### src/rtl/pifan_cmd_pkg.sv
// Shared opcodes, FSM states and reply bytes for the SPI command decoder.
// Define SPI_CMD_HEX_EN to accept hex digit nibbles (A-F) instead of strict BCD.
package pifan_cmd_pkg;

    localparam logic [7:0] OP_DIGIT    = 8'h10;
    localparam logic [7:0] OP_COLON    = 8'h20;
    localparam logic [7:0] OP_ALL      = 8'h30;
    localparam logic [7:0] OP_READ     = 8'h40;
    localparam logic [7:0] OP_CLRERR   = 8'h50;

    localparam logic [7:0] ACK_DEFAULT = 8'hA5;
    localparam logic [7:0] NAK_DEFAULT = 8'hEE;

    localparam logic [1:0] COLON_ON    = 2'b00;
    localparam logic [1:0] COLON_DP    = 2'b01;
    localparam logic [1:0] COLON_OFF   = 2'b11;

    typedef enum logic [2:0] {
        ST_IDLE      = 3'd0,
        ST_ARG_DIGIT = 3'd1,
        ST_ARG_COLON = 3'd2,
        ST_ARG_ALL_HI = 3'd3,
        ST_ARG_ALL_LO = 3'd4,
        ST_READ_LO   = 3'd5
    } state_e;

    function automatic logic nibble_ok(input logic [3:0] nib);
`ifdef SPI_CMD_HEX_EN
        nibble_ok = (nib <= 4'hF);
`else
        nibble_ok = (nib <= 4'd9);
`endif
    endfunction

    function automatic logic byte_ok(input logic [7:0] b);
        byte_ok = nibble_ok(b[7:4]) & nibble_ok(b[3:0]);
    endfunction

endpackage

### src/rtl/cmd_timeout_counter.sv
// Inter-byte watchdog: counts while enabled, flags expiry on the last count,
// and restarts from zero whenever cleared or disabled.
module cmd_timeout_counter #(
    parameter int unsigned TIMEOUT_CYCLES = 1600000
) (
    input  logic clk,
    input  logic rst,
    input  logic clear,
    input  logic enable,
    output logic expired
);
    localparam int unsigned CW = (TIMEOUT_CYCLES > 1) ? $clog2(TIMEOUT_CYCLES) : 1;
    localparam logic [CW-1:0] LAST = CW'(TIMEOUT_CYCLES - 1);

    logic [CW-1:0] cnt_q;
    logic [CW-1:0] cnt_d;

    // Saturate at LAST so a held expiry never wraps back to zero.
    always_comb begin
        cnt_d = cnt_q;
        if (clear || !enable) begin
            cnt_d = '0;
        end else if (cnt_q != LAST) begin
            cnt_d = cnt_q + CW'(1);
        end else begin
            cnt_d = cnt_q;
        end
    end

    // Counter register
    always_ff @(posedge clk or posedge rst) begin
        if (rst) begin
            cnt_q <= '0;
        end else begin
            cnt_q <= cnt_d;
        end
    end

    assign expired = enable && (cnt_q == LAST);

endmodule

### src/rtl/spi_cmd_decoder.sv
// Byte-level command parser driving the four BCD digits and colon of the display,
// with one ACK/NAK/readback reply per received byte.
module spi_cmd_decoder
    import pifan_cmd_pkg::*;
#(
    parameter int unsigned TIMEOUT_CYCLES = 1600000,
    parameter logic [7:0]  ACK_BYTE       = ACK_DEFAULT,
    parameter logic [7:0]  NAK_BYTE       = NAK_DEFAULT
) (
    input  logic       WF_CLK,
    input  logic       rst,
    input  logic       rx_valid,
    input  logic [7:0] rx_data,
    output logic       tx_ready,
    output logic [7:0] tx_data,
    output logic [3:0] digit0,
    output logic [3:0] digit1,
    output logic [3:0] digit2,
    output logic [3:0] digit3,
    output logic [1:0] colon,
    output logic       err_flag,
    output logic       busy
);
    state_e          state_q, state_d;
    logic [3:0][3:0] digits_q, digits_d;
    logic [1:0]      colon_q, colon_d;
    logic [7:0]      tx_data_q, tx_data_d;
    logic            tx_ready_q, tx_ready_d;
    logic            err_q, err_d;
    logic            busy_q, busy_d;
    logic [1:0]      idx_q, idx_d;
    logic [7:0]      stage_q, stage_d;
    logic            expired_s;

    cmd_timeout_counter #(
        .TIMEOUT_CYCLES(TIMEOUT_CYCLES)
    ) u_timeout (
        .clk    (WF_CLK),
        .rst    (rst),
        .clear  (rx_valid),
        .enable (state_q != ST_IDLE),
        .expired(expired_s)
    );

    // Command decode: a received byte always wins over a simultaneous timeout.
    always_comb begin
        state_d    = state_q;
        digits_d   = digits_q;
        colon_d    = colon_q;
        tx_data_d  = tx_data_q;
        tx_ready_d = 1'b0;
        err_d      = err_q;
        idx_d      = idx_q;
        stage_d    = stage_q;
        if (rx_valid) begin
            tx_ready_d = 1'b1;
            tx_data_d  = ACK_BYTE;
            state_d    = ST_IDLE;
            case (state_q)
                ST_IDLE: begin
                    if (rx_data[7:2] == OP_DIGIT[7:2]) begin
                        idx_d   = rx_data[1:0];
                        state_d = ST_ARG_DIGIT;
                    end else begin
                        case (rx_data)
                            OP_COLON:  state_d = ST_ARG_COLON;
                            OP_ALL:    state_d = ST_ARG_ALL_HI;
                            OP_READ: begin
                                tx_data_d = {digits_q[3], digits_q[2]};
                                state_d   = ST_READ_LO;
                            end
                            OP_CLRERR: err_d = 1'b0;
                            default: begin
                                err_d     = 1'b1;
                                tx_data_d = NAK_BYTE;
                            end
                        endcase
                    end
                end
                ST_ARG_DIGIT: begin
                    if (nibble_ok(rx_data[3:0])) begin
                        digits_d[idx_q] = rx_data[3:0];
                    end else begin
                        err_d     = 1'b1;
                        tx_data_d = NAK_BYTE;
                    end
                end
                ST_ARG_COLON: colon_d = rx_data[1:0];
                ST_ARG_ALL_HI: begin
                    if (byte_ok(rx_data)) begin
                        stage_d = rx_data;
                        state_d = ST_ARG_ALL_LO;
                    end else begin
                        err_d     = 1'b1;
                        tx_data_d = NAK_BYTE;
                    end
                end
                ST_ARG_ALL_LO: begin
                    // Both halves land together so the display never shows a torn value.
                    if (byte_ok(rx_data)) begin
                        digits_d = {stage_q, rx_data};
                    end else begin
                        err_d     = 1'b1;
                        tx_data_d = NAK_BYTE;
                    end
                    stage_d = 8'h00;
                end
                ST_READ_LO: tx_data_d = {digits_q[1], digits_q[0]};
                default: begin
                    err_d     = 1'b1;
                    tx_data_d = NAK_BYTE;
                end
            endcase
        end else if (expired_s) begin
            state_d = ST_IDLE;
            err_d   = 1'b1;
            stage_d = 8'h00;
        end else begin
            state_d = state_q;
        end
        busy_d = (state_d != ST_IDLE);
    end

    // State and output registers
    always_ff @(posedge WF_CLK or posedge rst) begin
        if (rst) begin
            state_q    <= ST_IDLE;
            digits_q   <= '0;
            colon_q    <= COLON_OFF;
            tx_data_q  <= 8'h00;
            tx_ready_q <= 1'b0;
            err_q      <= 1'b0;
            busy_q     <= 1'b0;
            idx_q      <= 2'd0;
            stage_q    <= 8'h00;
        end else begin
            state_q    <= state_d;
            digits_q   <= digits_d;
            colon_q    <= colon_d;
            tx_data_q  <= tx_data_d;
            tx_ready_q <= tx_ready_d;
            err_q      <= err_d;
            busy_q     <= busy_d;
            idx_q      <= idx_d;
            stage_q    <= stage_d;
        end
    end

    assign tx_ready = tx_ready_q;
    assign tx_data  = tx_data_q;
    assign digit0   = digits_q[0];
    assign digit1   = digits_q[1];
    assign digit2   = digits_q[2];
    assign digit3   = digits_q[3];
    assign colon    = colon_q;
    assign err_flag = err_q;
    assign busy     = busy_q;

endmodule

### config.mk
export PLATFORM = sky130hd
export DESIGN_NAME = spi_cmd_decoder
export DESIGN_NICKNAME = d
export VERILOG_FILES = /design/src/rtl/pifan_cmd_pkg.sv /design/src/rtl/cmd_timeout_counter.sv /design/src/rtl/spi_cmd_decoder.sv
export SDC_FILE = /design/constraint.sdc
export NUM_CORES = 1
export LEC_CHECK = 0
export CORE_ASPECT_RATIO = 1.1
export CORE_MARGIN = 2
export CORE_UTILIZATION = 45
export DETAILED_ROUTE_END_ITERATION = 10
export PLACE_DENSITY = 0.67
export SLEW_MARGIN = 10
export SYNTH_ARGS = -nofsm -noshare
export SYNTH_HDL_FRONTEND = slang
export SYNTH_SLANG_ARGS = --single-unit
export TNS_END_PERCENT = 100
### constraint.sdc
create_clock -name WF_CLK -period 2.54 [get_ports WF_CLK]
set_input_delay 0.762 -clock WF_CLK [delete_from_list [all_inputs] [get_ports WF_CLK]]
set_output_delay 0.762 -clock WF_CLK [all_outputs]
set_load 0.03 [all_outputs]
==> summary.txt, run 1 <==
GRT
  – Vias in the first global route: 2,818
  – Largest net degree at the start of global routing: 64
  – GRT Residual Overflow: 0
  – Overall routing resource usage: 0.224
  – Initial antenna violation count: 0
  – First-pass GRT wire length: 14,000 µm

Flow run
  – Max_cap viols: 0

Yosys
  – Synthesized Nets: 353
  – Yosys top cell by area: dfrtp_1
  – Post-synth EDFFs: 0
  – Post-synthesis cell area: 3300 µm²
  – Syn avg cell area: 9.68 µm²
  – Asr flop ratio synth: 1.00
  – Top FF cell, synth: dfrtp_1
  – Top-area cell type share of the netlist area: 0.462
  – Synth cell types: 57
  – Most frequent cell after synthesis: dfrtp_1
  – Sequential area share after synthesis: 0.478
  – Synth area leaders: dfrtp_1, nor2_1, o21ai_0
  – Top cells by count, synth: dfrtp_1, nor2_1, nand2_1, o21ai_0, clkbuf_1
  – Synth Instances: 341
  – FF+latch count, synth: 63
  – Ys Warns: 0

STA
  – Slew margin rel.: 0.670
  – Crit share post-route: 0.905
  – Final min period: 2.30 ns
  – Worst slew pin tran: 0.490 ns
  – WHS: 0.502 ns
  – Fin Clk Skew: 0.00589 ns
  – RSZ-0062 raised after global routing: no
  – Setup TNS Final: 0 ns
  – Final Setup Violations: 0
  – Final Hold Vio Count: 0
  – Highest clock rate: 0.435 GHz
  – Max Slew Vio Count: 0
  – Crit path setup slack, layout: 0.241 ns

Setup path
  – RR Startpoint: u_timeout.cnt_q[0]$_DFFE_PP0P_
  – CP Class: flip-flop to primary output
  – Critical Path AT: 1.54 ns
  – Critical Path Start Type: flip-flop
  – Worst path max stage delay: 0.67 ns
  – CP Launch Point: colon[1]$_DFFE_PP1P_
  – Crit-path cells: clkdlybuf4s50_1
  – Critical-path top delay cell: clkdlybuf4s50_1
  – CP endpoint kind: primary output
  – Critical path required time: 1.78 ns
  – Critical-path maximum fanout: 2
  – CP Buf/Inv Count: 1
  – Top delay family on crit path: buffers and inverters

Finish
  – Non-filler cells in the finished layout: 501
  – Fin util: 0.594
  – Nets: 423
  – Layout area overhead: 26.8%
  – Antenna Cells: 0
  – Share of cells above drive strength 1: 0.180

Detailed routing
  – Routed len/inst: 16.5 µm
  – DR pass1 iterations: 4
  – First-iteration detailed-routing DRC count: 136
  – Routed Antenna Nets: 0
  – Via-to-Cell Ratio: 5.88
  – WL final: 8270 µm
  – Via count: 2,947
  – Remaining DRCs: 0

Clock tree
  – Post-CTS Setup Inserts: 0
  – Clk Tree Root Cell: clkbuf_8
  – H-tree lvl count: 3
  – Clock transition at path regs: 0.06 ns
  – CTS Buf Count: 9
  – Max Root-Sink Buffers: 2
  – Clk sinks: 63
  – CTS tree: yes
  – Post-CTS resize count: 0
  – Post-CTS Hold Buffers: 0
  – Clock latency on the worst-skew pair: 0.34 ns

Place
  – IO Port Bufs: 39
  – GPL Wtd Cong: 0.886
  – Placed cell count: 485
  – Worst slack at placement: -0.0530 ns
  – Final HPWL DP: 6100 µm

Floorplan
  – Vert. Die Dim: 93.8 µm
  – Top-Level Pins: 40
  – Std cell rows: 32
  – Core ar.: 7050 µm²
  – Die Wd: 85.7 µm
  – Initial core utilization: 0.468
  – Area of the die: 8040 µm²

Pwr
  – Power per cell area: 535 nW/µm²
  – Peak supply drop: 0.315 mV
  – Pleak: 1.70 nW

Outcome
  – Run status: finished clean

Worst hold path
  – Hold/Removal Path Class: flip-flop to flip-flop
  – Hold_sp: stage_q[3]$_DFFE_PP0P_
## sequential cells by signal, indices dropped and copies added, names as in the netlist, 3 cells and up
register	count
digit0	4
digit1	4
digit2	4
digit3	4
stage_q	8
state_q	3
tx_data	8
u_timeout.cnt_q	21
## stage by stage
stage | cell area [µm²] | power, mW
after floorplan | 3300 | 1.31
final | 4190 | 2.24
after CTS | 4190 | 2.26
after global placement | 4020 | 1.49
after global routing | 4190 | 2.33
after detailed placement | 4020 | 1.49
## where the power goes
group	switching, mW	internal, mW	total (mW)
Sequential	0.0463	1.06	1.10
Combinational	0.204	0.166	0.369
Clock	0.360	0.410	0.770
## cells in the final DEF (no fill, tap or decap), types with 7 or more instances in the layout
master	synthesis	routed
dfrtp_1	61	61
clkdlybuf4s50_1	0	39
nor2_1	36	36
buf_4	1	36
nand2_1	25	25
o21ai_0	25	25
nand3_1	12	12
a2bb2oi_1	12	12
clkbuf_8	0	11
nor3_1	10	10
o22ai_1	10	10
a31oi_1	9	9
a22o_1	8	8
mux2_2	8	8
a21oi_1	8	8
inv_1	8	7
nand2b_1	7	7
xor2_1	7	7
xnor2_1	7	7
## cells by family (layout without fill, tap and decap cells)
family	count (synthesis)	count (layout)	share of synthesized area
compound gates	101	101	0.210
xor+xnor	14	14	0.0372
fa+ha+maj	1	1	0.00379
buf+inv	25	100	0.0307
flops	63	63	0.478
mux	8	8	0.0273
simple gates	129	129	0.213
## metal layers
layer / track usage / part of all wire / vias to the layer above
met2: 0.322 / 0.44 / 77
met1: 0.334 / 0.50 / 1457
li1: - / - / 1402
met5: 0 / 0 / -
met4: 0.0780 / 0.016 / 0
met3: 0.0475 / 0.041 / 11
## layout make-up
cell class	instances	area (µm²)
multi-input combinational	253	1620
clock buffer	16	170
tap	85	106
timing repair buffer	76	681
sequential	63	1580
fill	636	2860
inverter	8	30.0
## path summary, 6_finish.rpt
path	endpoint	slack, ns	cells after the start
setup / recovery	colon[1]	0.24	1
hold / removal	stage_q[3]$_DFFE_PP0P_	0.50	1
setup reg to reg	u_timeout.cnt_q[7]$_DFFE_PP0P_	0.45	6
hold reg to reg	stage_q[3]$_DFFE_PP0P_	0.50	1
max in group asynchronous	colon[0]$_DFFE_PP1P_	1.42	3
min in group asynchronous	digit3[3]$_DFFE_PP0P_	0.81	3
Note: power is estimated with default switching activity, not from simulation.
==> run 2: changes to the inputs <==
--- a/config.mk
+++ b/config.mk
@@ -6,7 +6,6 @@
 export NUM_CORES = 1
 export LEC_CHECK = 0
 export CORE_ASPECT_RATIO = 1.1
-export CORE_MARGIN = 2
 export CORE_UTILIZATION = 45
 export DETAILED_ROUTE_END_ITERATION = 10
 export PLACE_DENSITY = 0.67
==> summary.txt, run 2 (same netlist as run 1, synthesis figures left out) <==
Outcome
  – Run status: finished clean

Setup path
  – Critical-path maximum fanout: 6 (+4)
  – CP endpoint kind: flip-flop
  – Critical Path AT: 2.54 ns (+1.00 ns)
  – Critical Path Start Type: input pin
  – Critical path required time: 2.78 ns (+1.00 ns)
  – Worst reg-to-reg setup slack: 0.30 ns (-0.15 ns)
  – CP Class: input pin to flip-flop

Clock tree
  – CTS Buf Count: 9 (unchanged)
  – Clock transition at path regs: 0.08 ns (+0.02 ns)
  – CTS tree: yes
  – H-tree lvl count: 3 (unchanged)
  – Clk Tree Root Cell: clkbuf_8
  – Post-CTS Hold Buffers: 0 (unchanged)
  – Post-CTS Setup Inserts: 0 (unchanged)
  – Post-CTS resize count: 0 (unchanged)
  – Clock latency on the worst-skew pair: 0.35 ns (about the same)
  – Max Root-Sink Buffers: 2 (unchanged)
  – Clk sinks: 63 (unchanged)

Place
  – Post-Place Cell Area: 4000 µm² (-0.37%)
  – IO Port Bufs: 39 (unchanged)
  – Placed cell count: 483 (-0.41%)
  – GPL Wtd Cong: 0.887 (+0.15%)
  – Final HPWL DP: 6160 µm (+1.0%)
  – Worst slack at placement: -0.0742 ns (-0.0212 ns)

GRT
  – Largest net degree at the start of global routing: 64 (unchanged)
  – GRT Residual Overflow: 0 (unchanged)
  – Initial antenna violation count: 0 (unchanged)
  – Overall routing resource usage: 0.243 (+0.0194)
  – Vias in the first global route: 2,809 (-0.32%)
  – First-pass GRT wire length: 14,600 µm (+4.7%)

Flow run
  – Max_cap viols: 0 (unchanged)

Floorplan
  – Core ar.: 7050 µm² (unchanged)
  – Top-Level Pins: 40 (unchanged)
  – Die Wd: 83.7 µm (-2.3%)
  – Std cell rows: 32 (unchanged)
  – Vert. Die Dim: 91.8 µm (-2.1%)
  – Area of the die: 7680 µm² (-4.4%)
  – Initial core utilization: 0.468 (unchanged)

Finish
  – Share of cells above drive strength 1: 0.186 (+0.00615)
  – Non-filler cells in the finished layout: 498 (-0.60%)
  – Antenna Cells: 0 (unchanged)
  – Layout area overhead: 28.2%
  – Max reg flops: 21 (unchanged)
  – Commonest non-fill, non-tap cell in the layout: dfrtp_1
  – Nets: 421 (-0.47%)
  – Most flops, register: u_timeout.cnt_q
  – Most frequent cells in the layout: dfrtp_1, clkdlybuf4s50_1, nor2_1
  – Cell area after layout: 4230 µm² (+1.1%)
  – Fin util: 0.600 (+0.00639)

STA
  – Final min period: 2.30 ns (-0.00135 ns)
  – Setup TNS Final: 0 ns (unchanged)
  – Max Slew Vio Count: 0 (unchanged)
  – RSZ-0062 raised after global routing: no
  – Crit share post-route: 0.905 (about the same)
  – Crit path setup slack, layout: 0.242 ns (+0.00135 ns)
  – Final Hold Vio Count: 0 (unchanged)
  – Worst slew pin tran: 0.490 ns (-0.000635 ns)
  – Final Setup Violations: 0 (unchanged)
  – Highest clock rate: 0.435 GHz (about the same)
  – Fin Clk Skew: 0.0150 ns (+0.00907 ns)
  – Slew margin rel.: 0.673 (+0.00344)

Detailed routing
  – Via-to-Cell Ratio: 5.96 (+1.4%)
  – Routed Antenna Nets: 0 (unchanged)
  – DR pass1 iterations: 5 (+1)
  – WL final: 8660 µm (+4.7%)
  – Routed len/inst: 17.4 µm (+5.3%)
  – Via count: 2,969 (+0.75%)
  – Remaining DRCs: 0 (unchanged)
  – First-iteration detailed-routing DRC count: 222 (+63%)

Pwr
  – Pleak: 1.73 nW (+1.4%)
  – Peak supply drop: 0.347 mV (+10%)
  – Power per cell area: 588 nW/µm² (+9.8%)

Worst hold path
  – Hold/Removal Path Class: flip-flop to flip-flop
==> run 2: cell type report <==
| class | count | area [µm²] |
|---|---|---|
| Timing Repair Buffer | 74 | 666 |
| Clock inverter | 3 | 65.1 |
| Multi-Input combinational cell | 253 | 1620 |
| Clock buffer | 12 | 165 |
| Fill cell | 634 | 2820 |
| Sequential cell | 63 | 1580 |
| Tap cell | 85 | 106 |
| Inverter | 8 | 30.0 |
==> run 2: through the flow <==
step | power, mW | hold slack (ns)
4_1_cts | 2.49 | 0.504
3_3_place_gp | 1.48 | 0.485
2_1_floorplan | 1.31 | 0.461
6_report | 2.49 | 0.508
3_5_place_dp | 1.49 | 0.482
5_1_grt | 2.56 | 0.506
==> run 2: critical path, cell delays in order <==
cell             delay, ns
clkdlybuf4s50_1       0.61
nor2b_1               0.23
nand2_1               0.09
a21oi_2               0.12
and2_0                0.33
mux2_2                0.38
==> run 2: routing by layer <==
metal / global-route usage / wire length [µm] / vias to the layer above
li1: - / - / 1404
met1: 0.359 / 4180 / 1463
met2: 0.360 / 3980 / 90
met3: 0.0495 / 397 / 12
met4: 0.0749 / 102 / 0
met5: 0 / 0 / -
==> run 2: path summary, 6_finish.rpt <==
kind | startpoint | to | cells past startpoint
max | rx_valid | digit0[2]$_DFFE_PP0P_ | 6
max in group asynchronous | rst | colon[1]$_DFFE_PP1P_ | 3
min reg2reg | stage_q[4]$_DFFE_PP0P_ | stage_q[4]$_DFFE_PP0P_ | 1
max reg2reg | u_timeout.cnt_q[0]$_DFFE_PP0P_ | u_timeout.cnt_q[7]$_DFFE_PP0P_ | 6
min in group asynchronous | rst | digit0[2]$_DFFE_PP0P_ | 3
min | stage_q[4]$_DFFE_PP0P_ | stage_q[4]$_DFFE_PP0P_ | 1
==> run 2: power breakdown <==
group / internal (mW) / switching, mW / leakage, nW
registers: 1.06 / 0.0470 / 0.815
clock network: 0.626 / 0.392 / 0.118
logic: 0.163 / 0.203 / 0.793
total: 1.84 / 0.642 / 1.73
